## config.mk

```make
export PLATFORM = sky130hd
export DESIGN_NAME = led_step_check
export DESIGN_NICKNAME = d
export VERILOG_FILES = /design/src/rtl/led_pkg.sv /design/src/rtl/led_step_check.sv
export SDC_FILE = /design/constraint.sdc
export NUM_CORES = 1
export LEC_CHECK = 0
export ABC_AREA = 1
export CORE_AREA = 2 2 39 41
export DETAILED_ROUTE_END_ITERATION = 7
export DIE_AREA = 0 0 41 43
export GPL_ROUTABILITY_DRIVEN = 1
export GPL_TIMING_DRIVEN = 0
export PLACE_DENSITY = 0.79
export SLEW_MARGIN = 10
export SYNTH_ARGS = -nofsm -noshare
export SYNTH_HDL_FRONTEND = slang
export SYNTH_SLANG_ARGS = --single-unit
```

## constraint.sdc

```tcl
create_clock -name vclk -period 2.8
set_input_delay 0.56 -clock vclk [all_inputs]
set_output_delay 0.56 -clock vclk [all_outputs]
set_load 0.01 [all_outputs]
```

## src/rtl/led_pkg.sv

```systemverilog
// Shared definitions for the running-light LED generator/checker pair.
// Holds FSM encoding, error-cause codes and the S2 board defaults.
package led_pkg;

  typedef enum logic [1:0] {
    ST_IDLE    = 2'd0,
    ST_ACQUIRE = 2'd1,
    ST_TRACK   = 2'd2,
    ST_ERROR   = 2'd3
  } state_t;

  localparam logic [1:0] ERR_NONE   = 2'd0;
  localparam logic [1:0] ERR_ONEHOT = 2'd1;
  localparam logic [1:0] ERR_ORDER  = 2'd2;
  localparam logic [1:0] ERR_PERIOD = 2'd3;

  localparam int unsigned LED_W_DEF    = 4;
  localparam int unsigned STEP_CNT_DEF = 25_000_000;
  localparam int unsigned TOL_DEF      = 1;

  localparam int unsigned LAP_W  = 16;
  localparam int unsigned GOOD_W = 2;

  // Consecutive good steps needed in ACQUIRE before declaring lock.
  localparam logic [GOOD_W-1:0] GOOD_LOCK = 2'd2;

endpackage

```

## src/rtl/led_step_check.sv

```systemverilog
// Combinational judgement of one LED step: one-hot, rotate-by-one and period window.
// Cause is prioritised one-hot > order > period; good means no cause.
module led_step_check
  import led_pkg::*;
#(
  parameter int unsigned LED_W    = LED_W_DEF,
  parameter int unsigned STEP_CNT = STEP_CNT_DEF,
  parameter int unsigned TOL      = TOL_DEF,
  parameter int unsigned CNT_W    = $clog2(STEP_CNT + TOL + 2)
) (
  input  logic [LED_W-1:0] led_in,
  input  logic [LED_W-1:0] led_prev,
  input  logic [CNT_W:0]   interval,
  input  logic             check_period,
  output logic             good,
  output logic [1:0]       cause
);

  localparam int unsigned WIN_LO = STEP_CNT - TOL;
  localparam int unsigned WIN_HI = STEP_CNT + TOL;

  logic             one_hot;
  logic             in_order;
  logic             in_window;
  logic [LED_W-1:0] expect_led;

  always_comb begin
    // Wrap from MSB back to bit 0.
    expect_led = {led_prev[LED_W-2:0], led_prev[LED_W-1]};
    one_hot    = (led_in != '0) && ((led_in & (led_in - LED_W'(1))) == '0);
    in_order   = (led_in == expect_led);
    in_window  = (interval >= (CNT_W+1)'(WIN_LO)) && (interval <= (CNT_W+1)'(WIN_HI));

    cause = ERR_NONE;
    if (!one_hot) begin
      cause = ERR_ONEHOT;
    end else if (!in_order) begin
      cause = ERR_ORDER;
    end else if (check_period && !in_window) begin
      cause = ERR_PERIOD;
    end
    good = (cause == ERR_NONE);
  end

endmodule

```

==> results by group <==
Status
  – Status: complete, no violations

Logic synthesis
  – Synth top area cells: nand2_1 (23%), xnor2_1 (11%), inv_1 (9.8%), nor2_1 (9.8%), nor2_2 (9.8%)
  – Post-synth top area share: 22.5%
  – Synth Net Count: 112
  – Top-count cell post-synth: nand2_1
  – Yosys top cell by area: nand2_1
  – Yosys warning total: 0
  – Syn Area/Cell: 4.97 um2
  – Most common library cells after synthesis: nand2_1 (23), inv_1 (10), nor2_1 (10), nor2_2 (6), xnor2_1 (5)
  – Synthesized area: 383 um2
  – Sequential share of the synthesized area: 0%
  – Cell variety after synth: 17
  – Post-Synthesis Cells: 77

STA
  – RSZ-0062 raised after global routing: no
  – Final hold vios: 0
  – Final Setup Violations: 0
  – Pins over their slew limit: 0
  – Max Freq: 379 MHz
  – PnR worst setup slack: 163 ps
  – Hold_ws: 1820 ps
  – Fin crit period: 2640 ps
  – Rel. slew slack: 86.6%
  – Post-route clock period utilization: 94.2%
  – Setup TNS: 0 ps
  – Least-Margin Pin Slew: 199 ps

Critical path
  – CP max FO: 3
  – Max incr delay on CP: 480 ps
  – Crit path max-delay family: buffers and inverters
  – Slowest CP cell: clkdlybuf4s50_1
  – Endpoint class of the critical path: primary output
  – CP dominant cell by count: nand2_1
  – Worst path buffer plus inverter count: 2
  – Required @ worst endpoint: 2240 ps
  – Critical-path cell list: clkdlybuf4s50_1, nand3_1, nor2_1, nand2_1, nor2_2, nand2_1, nand2_1, nand2_1, nand2_1, nand2_2, a21oi_2, clkdlybuf4s15_1
  – Kind of critical path: in -> out
  – Arrival time worst endpoint: 2080 ps
  – CP startpoint kind: primary input

Routing
  – Total Routed Length: 1090 um
  – Initial DRT Pass Iterations: 2
  – DRC: 0
  – DR iter-0 viols: 2
  – Wire per inst: 8.35 um
  – Vias: 593
  – Post-route ant nets: 0
  – Vias per inst: 4.53

Layout
  – Antenna diode count: 0
  – Clock buf count: 0
  – Seq. cell area: 0 um2
  – Fill cells: 159
  – Util after Layout: 56.3%
  – Share of cells above drive strength 1: 13.9%
  – Area grow syn2layout: 104%
  – Net count, final: 152
  – Seq Cell Count: 0

Power and ir drop
  – Total power draw: 98.2 uW
  – VDD IR max: 0.0000442 V
  – Pwr dens: 126 nW/um2
  – LEAKAGE: 0.000320 uW
  – Seq pwr share: 0%
  – Sw Ratio: 36.7%
  – Internal: 62.1 uW
  – P_sw: 36.1 uW
  – Comb pwr share: 100.0%
  – Clock Power Share: 0%

Floorplan
  – Core Region: 1380 um2
  – Row count: 14
  – Die width: 41 um
  – Die height: 43 um
  – DIE AREA: 1760 um2
  – Io pins: 38
  – Initial Utilization: 27.7%

GRT
  – Initial antenna violation count: 0
  – Total GRT Usage: 12.4%
  – Global-route wire length before repair: 1670 um
  – Largest net degree at the start of global routing: 4
  – GRT overflow: 0
  – Number of global-route vias before repair: 535

Clocking
  – Setup bufs post-CTS: 0
  – Number of hold buffers added after CTS: 0

Place
  – GP Congestion: 0.784
  – DP Worst Slack: -202 ps
  – Post-detail-place hpwl: 997 um
  – Port Buffers: 38

Hold path
  – Hold depth: 4
  – Hold Crit Class: in -> out
  – WHS Endpoint: cause[0]
  – Hold Path Origin: check_period

Flow run
  – Max-cap violations: 0
-- worst min-delay path, cell delays in order --
cell             delay (ps)
clkdlybuf4s50_1         420
nand2_2                 100
o21ai_1                  60
clkbuf_2                120
-- worst max-delay path by stage --
stage,to,from,slack [ps],cells after the start
2_1_floorplan,cause[0],interval[15],840,11
3_3_place_gp,cause[0],interval[11],-170,12
3_5_place_dp,good,interval[6],-200,12
4_1_cts,good,interval[6],60,12
5_1_grt,cause[1],interval[15],20,13
6_report,cause[1],interval[13],160,12
-- stage by stage --
stage / cell area (um2) / std cells
2_1_floorplan: 383 / 77
3_3_place_gp: 783 / 131
3_5_place_dp: 783 / 131
4_1_cts: 779 / 131
5_1_grt: 779 / 131
6_report: 779 / 131
-- repair_timing --
item,CTS,global route
gates resized for setup,3,7
endpoints found under the setup margin,3,3
cloned,0,0
-- kinds of logic (layout without fill, tap and decap cells) --
group | Yosys count | in the layout | share of synthesized area [%]
AO/OA/AOI/OAI | 9 | 9 | 14.1
XOR/XNOR | 5 | 5 | 11.4
buffers and inverters | 11 | 49 | 10.8
AND/OR/NAND/NOR | 52 | 52 | 63.7
-- metal layers --
metal | part of all wire (%) | track usage, % | up-vias
li1 | - | - | 324
met4 | 0 | 0 | 0
met3 | 10 | 0.524 | 0
met1 | 39 | 11.7 | 244
met2 | 51 | 26.9 | 25
met5 | 0 | 0 | -
-- power by group through the flow --
stage	clock [uW]	sequential, uW	combinational (uW)
global placement	0	0	98.6
finish	0	0	98.2
CTS	0	0	98.4
global route	0	0	109
detailed placement	0	0	100
floorplan	0	0	34.4
-- cell usage in the layout, fill, tap and decap left out, drive strengths merged --
cell            n
a21oi           4
inv            11
xnor2           5
nor2           16
o21a            1
o211ai          1
nand2          26
clkdlybuf4s15   1
or2             1
clkbuf          2
o21ai           3
nor3b           1
nand3           4
clkdlybuf4s50  35
nand4           4
-- area by class of cell --
type | count | area (um2) | share of cell area (%)
multi-input cells | 66 | 348 | 44.6
inverters | 11 | 41.3 | 5.30
repair buffers | 38 | 370 | 47.5
well taps | 16 | 20.0 | 2.57
Note: power is estimated with default switching activity, not from simulation.
